$ cat config.mk
export PLATFORM = sky130hd
export DESIGN_NAME = i2c_target_rx
export DESIGN_NICKNAME = d
export VERILOG_FILES = /design/src/rtl/i2c_target_rx.sv
export SDC_FILE = /design/constraint.sdc
export NUM_CORES = 1
export LEC_CHECK = 0
export ABC_AREA = 1
export CAP_MARGIN = 0
export CORE_MARGIN = 5
export CORE_UTILIZATION = 50
export CTS_CLUSTER_SIZE = 28
export DETAILED_ROUTE_END_ITERATION = 12
export GPL_TIMING_DRIVEN = 0
export PLACE_DENSITY = 0.74
export SLEW_MARGIN = 20
export SYNTH_ARGS = -nofsm -noshare
export SYNTH_HDL_FRONTEND = slang
export SYNTH_SLANG_ARGS = --single-unit
export TNS_END_PERCENT = 50
$ cat constraint.sdc
create_clock -name clk -period 1.3 [get_ports clk]
set_input_delay 0.26 -clock clk [delete_from_list [all_inputs] [get_ports clk]]
set_output_delay 0.26 -clock clk [all_outputs]
set_load 0.01 [all_outputs]
$ cat src/rtl/i2c_target_rx.sv
// Write-only I2C target: matches DEV_ADDR, receives {register, data} bytes,
// ACKs each byte and strobes the assembled 16-bit word.
module i2c_target_rx #(
    parameter logic [6:0] DEV_ADDR = 7'h1A
) (
    input  logic        clk,
    input  logic        rst,
    input  logic        scl_in,
    input  logic        sda_in,
    output logic        sda_oe,
    output logic [15:0] data_out,
    output logic        data_valid,
    output logic        busy,
    output logic        frame_err
);

    typedef enum logic [2:0] {
        IDLE,
        ADDR,
        ACK_ADDR,
        REG,
        ACK_REG,
        DATA,
        ACK_DATA,
        WAIT_STOP
    } state_t;

    state_t      state_q;
    logic [1:0]  scl_sync_q;
    logic [1:0]  sda_sync_q;
    logic        scl_prev_q;
    logic        sda_prev_q;
    logic [3:0]  bit_cnt_q;
    logic [7:0]  shift_q;
    logic [7:0]  reg_q;
    logic [7:0]  data_q;
    logic        sda_oe_q;
    logic [15:0] data_out_q;
    logic        valid_q;
    logic        err_q;

    logic        scl_s;
    logic        sda_s;
    logic        scl_rise;
    logic        scl_fall;
    logic        start_det;
    logic        stop_det;
    logic        addr_hit;
    logic        in_frame;
    logic [7:0]  shift_d;

    assign scl_s     = scl_sync_q[1];
    assign sda_s     = sda_sync_q[1];
    assign scl_rise  = scl_s & ~scl_prev_q;
    assign scl_fall  = ~scl_s & scl_prev_q;
    assign start_det = scl_s & sda_prev_q & ~sda_s;
    assign stop_det  = scl_s & ~sda_prev_q & sda_s;
    assign shift_d   = {shift_q[6:0], sda_s};
    assign addr_hit  = (shift_q[7:1] == DEV_ADDR) && !shift_q[0];

    // States in which an address-matched frame has not yet delivered its word
    assign in_frame = (state_q == ACK_ADDR) || (state_q == REG) ||
                      (state_q == ACK_REG)  || (state_q == DATA) ||
                      (state_q == ACK_DATA);

    always_ff @(posedge clk) begin
        if (!rst) begin
            state_q    <= IDLE;
            scl_sync_q <= 2'b11;
            sda_sync_q <= 2'b11;
            scl_prev_q <= 1'b1;
            sda_prev_q <= 1'b1;
            bit_cnt_q  <= '0;
            shift_q    <= '0;
            reg_q      <= '0;
            data_q     <= '0;
            sda_oe_q   <= 1'b0;
            data_out_q <= '0;
            valid_q    <= 1'b0;
            err_q      <= 1'b0;
        end else begin
            scl_sync_q <= {scl_sync_q[0], scl_in};
            sda_sync_q <= {sda_sync_q[0], sda_in};
            scl_prev_q <= scl_s;
            sda_prev_q <= sda_s;
            valid_q    <= 1'b0;
            err_q      <= 1'b0;

            if (start_det || stop_det) begin
                err_q     <= in_frame;
                sda_oe_q  <= 1'b0;
                bit_cnt_q <= '0;
                state_q   <= start_det ? ADDR : IDLE;
            end else begin
                unique case (state_q)
                    ADDR, REG, DATA: begin
                        if (scl_rise) begin
                            shift_q   <= shift_d;
                            bit_cnt_q <= bit_cnt_q + 4'd1;
                        end else if (scl_fall && bit_cnt_q == 4'd8) begin
                            bit_cnt_q <= '0;
                            if (state_q == ADDR) begin
                                sda_oe_q <= addr_hit;
                                state_q  <= addr_hit ? ACK_ADDR : WAIT_STOP;
                            end else if (state_q == REG) begin
                                reg_q    <= shift_q;
                                sda_oe_q <= 1'b1;
                                state_q  <= ACK_REG;
                            end else begin
                                data_q   <= shift_q;
                                sda_oe_q <= 1'b1;
                                state_q  <= ACK_DATA;
                            end
                        end
                    end
                    ACK_ADDR, ACK_REG, ACK_DATA: begin
                        if (scl_fall) begin
                            sda_oe_q <= 1'b0;
                            if (state_q == ACK_ADDR) begin
                                state_q <= REG;
                            end else if (state_q == ACK_REG) begin
                                state_q <= DATA;
                            end else begin
                                data_out_q <= {reg_q, data_q};
                                valid_q    <= 1'b1;
                                state_q    <= WAIT_STOP;
                            end
                        end
                    end
                    IDLE, WAIT_STOP: begin
                    end
                    default: begin
                        sda_oe_q <= 1'b0;
                        state_q  <= IDLE;
                    end
                endcase
            end
        end
    end

    assign sda_oe     = sda_oe_q;
    assign data_out   = data_out_q;
    assign data_valid = valid_q;
    assign frame_err  = err_q;
    assign busy       = (state_q != IDLE);

endmodule
# Yosys cells after proc, flatten, opt, wreduce, memory -nomap -nowiden
# Cells that the tools add are included.
[totals]
reg_bits = 56
inputBits = 4
output_inout_bits = 20
wordCells = 90
[op_classes]
n_addsub = 1
eq_ne = 14
mux = 19
n_bitwise = 19
n_reduce_logical = 24
[op_table]
columns = ["cell", "n"]
rows = [
  ["$mux W3", 7],
  ["$not A1 Y1", 13],
  ["$reduce_and A6 Y1", 2],
  ["$eq A3 B3 Y1 const B", 3],
  ["$ne A3 B3 Y1 const B", 3],
  ["$mux W4", 2],
  ["$reduce_and A4 Y1", 2],
  ["$eq A7 B5 Y1 const B", 1],
  ["$and A1 B1 Y1", 6],
  ["$eq A3 B2 Y1 const B", 2],
  ["$mux W1", 6],
  ["$ne A2 B2 Y1 const B", 3],
  ["$pmux W3 S2", 1],
  ["$reduce_bool A3 Y1", 2],
  ["$reduce_or A3 Y1", 2],
  ["$logic_or A1 B1 Y1", 5],
  ["$reduce_and A5 Y1", 1],
  ["$reduce_or A5 Y1", 1],
  ["$add A4 B1 Y4 const B", 1],
  ["$eq A4 B4 Y1 const B", 1],
  ["$mux W2", 2],
  ["$reduce_and A2 Y1", 2],
  ["$reduce_bool A2 Y1", 2],
  ["$eq A3 B1 Y1 const B", 1],
  ["other kinds (5)", 6],
]

# Depth between registers and ports, before layout
# Gate-level depths: netlist of the first run.
[logic_depth]
depth_word = 8
mapped_depth = 10
ltp_nobuf = 10

# Least setup slack after synthesis of the first run
# OpenSTA, ideal clock, no wires.
[synth_timing]
path_kind = "register to register"
start = "register bit_cnt_q[0]"
end = "register data_q[5]"
setup_time_ns = 0.116
t_arrival_ns = 1.209
required_time_ns = 1.184
setup_slack_ns = -0.026
stages_incl_launch_ff = 11
n_path_buf = 1
synth_period_minus_slack_ns = 1.326
path_cell_list = "dfxtp_1 > inv_1 > ha_1 > nand3_2 > nor2_4 > nand2_4 > inv_4 > nand2_4 > buf_8 > o21ai_1 > a21oi_1"
[synth_between]
elab_chain_cells = 3
[synth_lines]
columns = ["element", "line_no", "source"]
rows = [
  ["start: declaration", "33", "logic [3:0] bit_cnt_q;"],
  ["start signal: assignment", "99", "bit_cnt_q <= bit_cnt_q + 4'd1;"],
  ["$eq A4 B4 Y1", "100", "end else if (scl_fall && bit_cnt_q == 4'd8) begin"],
  ["$logic_and A1 B1 Y1", "100", ""],
  ["$reduce_and A6 Y1 (no source line)", "-", ""],
  ["end signal: assignment", "110", "data_q <= shift_q;"],
  ["end: declaration", "36", "logic [7:0] data_q;"],
]
# No other way between the ends.
# A chain may end at the register's enable or synchronous reset.

# Worst setup path in the final report of the first run
[layout_timing]
start = "register bit_cnt_q[0]"
end = "register data_q[6]"
# Same word-level chain as after synthesis.

==> results of run 1 <==
-- through the flow --
| step | power, mW | instance area (sq um) | utilization, % | TNS [ns] |
|---|---|---|---|---|
| 6_report | 3.73 | 2810 | 64.5 | -0.237 |
| 5_1_grt | 3.94 | 2810 | 64.5 | -1.78 |
| 4_1_cts | 3.61 | 2720 | 62.4 | -0.290 |
| 3_5_place_dp | 2.67 | 2550 | 58.6 | -10.37 |
| 3_3_place_gp | 2.66 | 2550 | 58.6 | -9.85 |
| 2_1_floorplan | 2.45 | 2250 | - | 0 |
-- layout by cell type (no fill, tap or decap), types with 2 or more instances in the layout --
cell type / netlist / final
a21oi_1: 43 / 39
dfxtp_2: 0 / 6
nor2_2: 3 / 2
nor3_1: 3 / 3
clkbuf_8: 0 / 5
nand2_2: 6 / 5
o21ai_0: 18 / 11
nand3_2: 1 / 2
nand2_4: 4 / 5
nor2_1: 18 / 17
dlygate4sd2_1: 0 / 19
inv_2: 9 / 12
inv_1: 33 / 30
clkbuf_1: 4 / 2
nand2_1: 23 / 22
inv_6: 0 / 2
dfxtp_1: 56 / 49
clkbuf_2: 0 / 3
buf_4: 0 / 8
nor2_4: 2 / 4
or2_2: 4 / 4
a21oi_2: 0 / 4
buf_2: 1 / 2
o21ai_1: 25 / 27
buf_6: 5 / 5
clkdlybuf4s50_1: 0 / 2
o21ai_2: 0 / 4
nand3_1: 10 / 8
-- kinds of logic (layout without fill, tap and decap cells) --
family	after synthesis	after routing	synth area share, %
simple gates	74	74	16.9
buf+inv	54	95	11.4
flops	56	56	50.2
xor+xnor	1	1	0.392
fa+ha+maj	2	2	1.12
compound gates	88	88	19.9
-- per-layer routing --
layer  global-route usage, %  share of wire [%]  vias up
met5                       0                  0        -
met4                    8.22                1.5        0
met3                    2.69                4.4        6
met2                    27.6                 50       30
met1                    18.9                 44      840
li1                        -                  -      968
-- power groups by stage --
stage | clock [mW] | combinational [mW] | sequential, mW
after floorplan | 0 | 0.547 | 1.90
after global placement | 0 | 0.766 | 1.89
after detailed placement | 0 | 0.781 | 1.89
after CTS | 0.979 | 0.773 | 1.86
after global routing | 1.04 | 0.983 | 1.91
final | 0.954 | 0.873 | 1.90
-- registers in the layout, indices dropped and copies added, names as in the netlist --
name / flops
data_valid: 1
sda_sync_q: 2
reg_q: 8
sda_oe: 1
data_q: 8
sda_prev_q: 1
data_out: 16
scl_sync_q: 2
shift_q: 8
scl_prev_q: 1
bit_cnt_q: 4
frame_err: 1
state_q: 3
-- worst register-to-register path, delay by kind of cell (launching register included) --
kind | cells | cell delay (ns)
simple gates | 4 | 0.34
compound gates | 2 | 0.16
flops | 1 | 0.34
buf+inv | 3 | 0.31
fa+ha+maj | 1 | 0.13
-- repair_timing --
item	CTS	global route
endpoints found under the setup margin	41	46
cloned	1	1
pin swaps	3	6
gates resized for setup	37	25
setup buffers	5	3
-- path summary, 6_finish.rpt --
| check | end | cells after the start |
|---|---|---|
| max reg2reg | data_q[6] | 10 |
| max | data_q[6] | 10 |
| min reg2reg | scl_sync_q[1] | 1 |
| min | reg_q[7] | 3 |
-- layout make-up --
| class | instances | share of cell area [%] |
|---|---|---|
| Clock inverter | 3 | 0.758 |
| Timing Repair Buffer | 33 | 10.6 |
| Sequential cell | 56 | 40.3 |
| Multi-Input combinational cell | 165 | 34.3 |
| Clock buffer | 5 | 2.45 |
| Tap cell | 52 | 2.32 |
| Inverter | 43 | 5.93 |
| Buffer | 11 | 3.34 |
==> summary.md, run 1 <==
| Metric | Value |
|---|---|
| Share of async-settable or async-resettable flops after synthesis | `0%` |
| Violated checks | `setup timing` |
| Initial antenna violation count | `0` |
| Clock Power Share | `between 20% and 30%` |
| Switching share of power | `around a third` |
| Non-Filler Instances | `roughly 370` |
| Worst Setup End Kind | `flip-flop` |
| Clock Pin Slew Worst Setup and Hold Paths | `0.10 ns` |
| Die width | `around 77 microns` |
| Synth-to-Final Area Change | `25.7%` |
| Pint | `2.52 mW` |
| Worst Setup Path Type | `reg2reg` |
| PortBufs | `23` |
| Critical Path Source Type | `flip-flop` |
| Synth top area share | `between 50% and 60%` |
| Sequential share of the synthesized area | `roughly half` |
| Max_cap viols | `0` |
| Initial Util | `roughly half` |
| Critical path's slowest cell | `dfxtp_2` |
| Final period util | `105%` |
| Status | `complete, but fails checks` |
| Most common library cells after synthesis | `56 x dfxtp_1, 43 x a21oi_1, 33 x inv_1` |
| DR WL/cell | `around 12 microns` |
| Clock Tree Buf Depth | `2` |
| Ant. Diodes | `0` |
| GR Util All Layers | `16.0%` |
| Final Hold Fails | `0` |
| Vias/cell | `approximately 5.0` |
| Mapped Cells | `275` |
| Avg Inst Size Synth | `between 8 and 9 sq um` |
| Synth Net Count | `281` |
| Most frequent cell after synthesis | `dfxtp_1` |
| Cell Rows | `24` |
| Gr ovfl total | `0` |
| Sw power | `approximately 1.2 mW` |
| WHS | `roughly 0.34 ns` |
| Register area | `approximately 0.0011 sq mm` |
| Dpl cells | `350` |
| Top FF cell, synth | `dfxtp_1` |
| Worst-path cell chain | `inv_2 -> ha_4 -> nand3_4 -> nor2_4 -> nand2_4 -> inv_6 -> nand2_8 -> buf_8 -> o21ai_2 -> a21oi_1` |
| Worst Hold Launch | `rst` |
| Netlist cell types | `25` |
| Post-synth top area cell | `dfxtp_1` |
| CTS Buf Count | `5` |
| Final ANT Viol Nets | `0` |
| Clock Sinks | `56` |
| Syn. warnings | `0` |
| RD Place Congestion | `roughly 0.82` |
| Final Max Slew Viols | `0` |
| Maximum VDD drop | `560 uV` |
| Final nets | `321` |
| Number of global-route vias before repair | `about 1800` |
| CTS Root Cell | `clkbuf_8` |
| Finish-stage setup viols | `9` |
| CP Launch Point | `bit_cnt_q[0]` |
| Clk Latency, worst-skew pair | `between 0.3 and 0.4 ns` |
| Core area | `roughly 0.0044 sq mm` |
| Skew final | `about 0.004 ns` |
| Vias | `~1800` |
| Static Leak | `1.25 nW` |
| DRC viols | `0` |
| Min-delay worst type | `in2reg` |
| EDFF count, synth | `0` |
| Largest net degree at the start of global routing | `19` |
| CP bufs+invs | `3` |
| Worst Path Required | `~1.5 ns` |
| #FFs+latches synth | `56` |
| Relative slew slack | `75.0%` |
| Mapped cell area | `between 0.002 and 0.0025 sq mm` |
| Reg-to-Reg Start | `bit_cnt_q[0]` |
| Worst setup margin | `-0.0671 ns` |
| Iteration-0 DRC count of the detailed router | `75` |
| RSZ-0062 raised after global routing | `yes` |
| Worst path max stage delay | `roughly 0.34 ns` |
| Layout cell share with drive strength beyond 1 | `25.9%` |
| Global-route wire length before repair | `7.76 mm` |
| Die H | `between 70 and 80 microns` |
| Critical-path maximum fanout | `8` |
| Register share of total power | `between 50% and 60%` |
| CTS tree | `yes` |
| Die ar. | `about 0.0059 sq mm` |
| Critical path's top delay family | `flip-flops` |
| Multi-input logic area | `slightly below 0.001 sq mm` |
| Least-Margin Pin Slew | `about 0.38 ns` |
| Power per cell area | `around 1300 mW/mm^2` |
| Min Tclk post-route | `1.37 ns` |
| Routed WL | `roughly 4.6 mm` |
| DP HPWL | `approximately 3.2 mm` |
| Logic pwr share | `between 20% and 30%` |
| Pre-CTS setup slack | `-0.329 ns` |
| FMAX | `between 0.7 and 0.8 GHz` |
| H-tree level count | `2` |
| Drt first pass iters | `4` |
| Fillers | `about 380` |
| Worst reg-to-reg setup slack | `-0.07 ns` |
| Post-cts hold buffer count | `0` |
| Worst EP arrival | `around 1.6 ns` |
| Top area cells in the synthesized netlist | `dfxtp_1 50%, a21oi_1 9.6%, o21ai_1 5.6%, inv_1 5.5%, o21ai_0 4.0%` |
| Io pins | `24` |
No activity file was read; power rests on OpenSTA's default activity.
==> run 2, diff against run 1 <==
--- a/config.mk
+++ b/config.mk
@@ -6,7 +6,6 @@
 export NUM_CORES = 1
 export LEC_CHECK = 0
 export ABC_AREA = 1
-export CAP_MARGIN = 0
 export CORE_MARGIN = 5
 export CORE_UTILIZATION = 50
 export CTS_CLUSTER_SIZE = 28
==> results of run 2 <==
No change in the layout: final DEF, timing and power equal those of run 1.
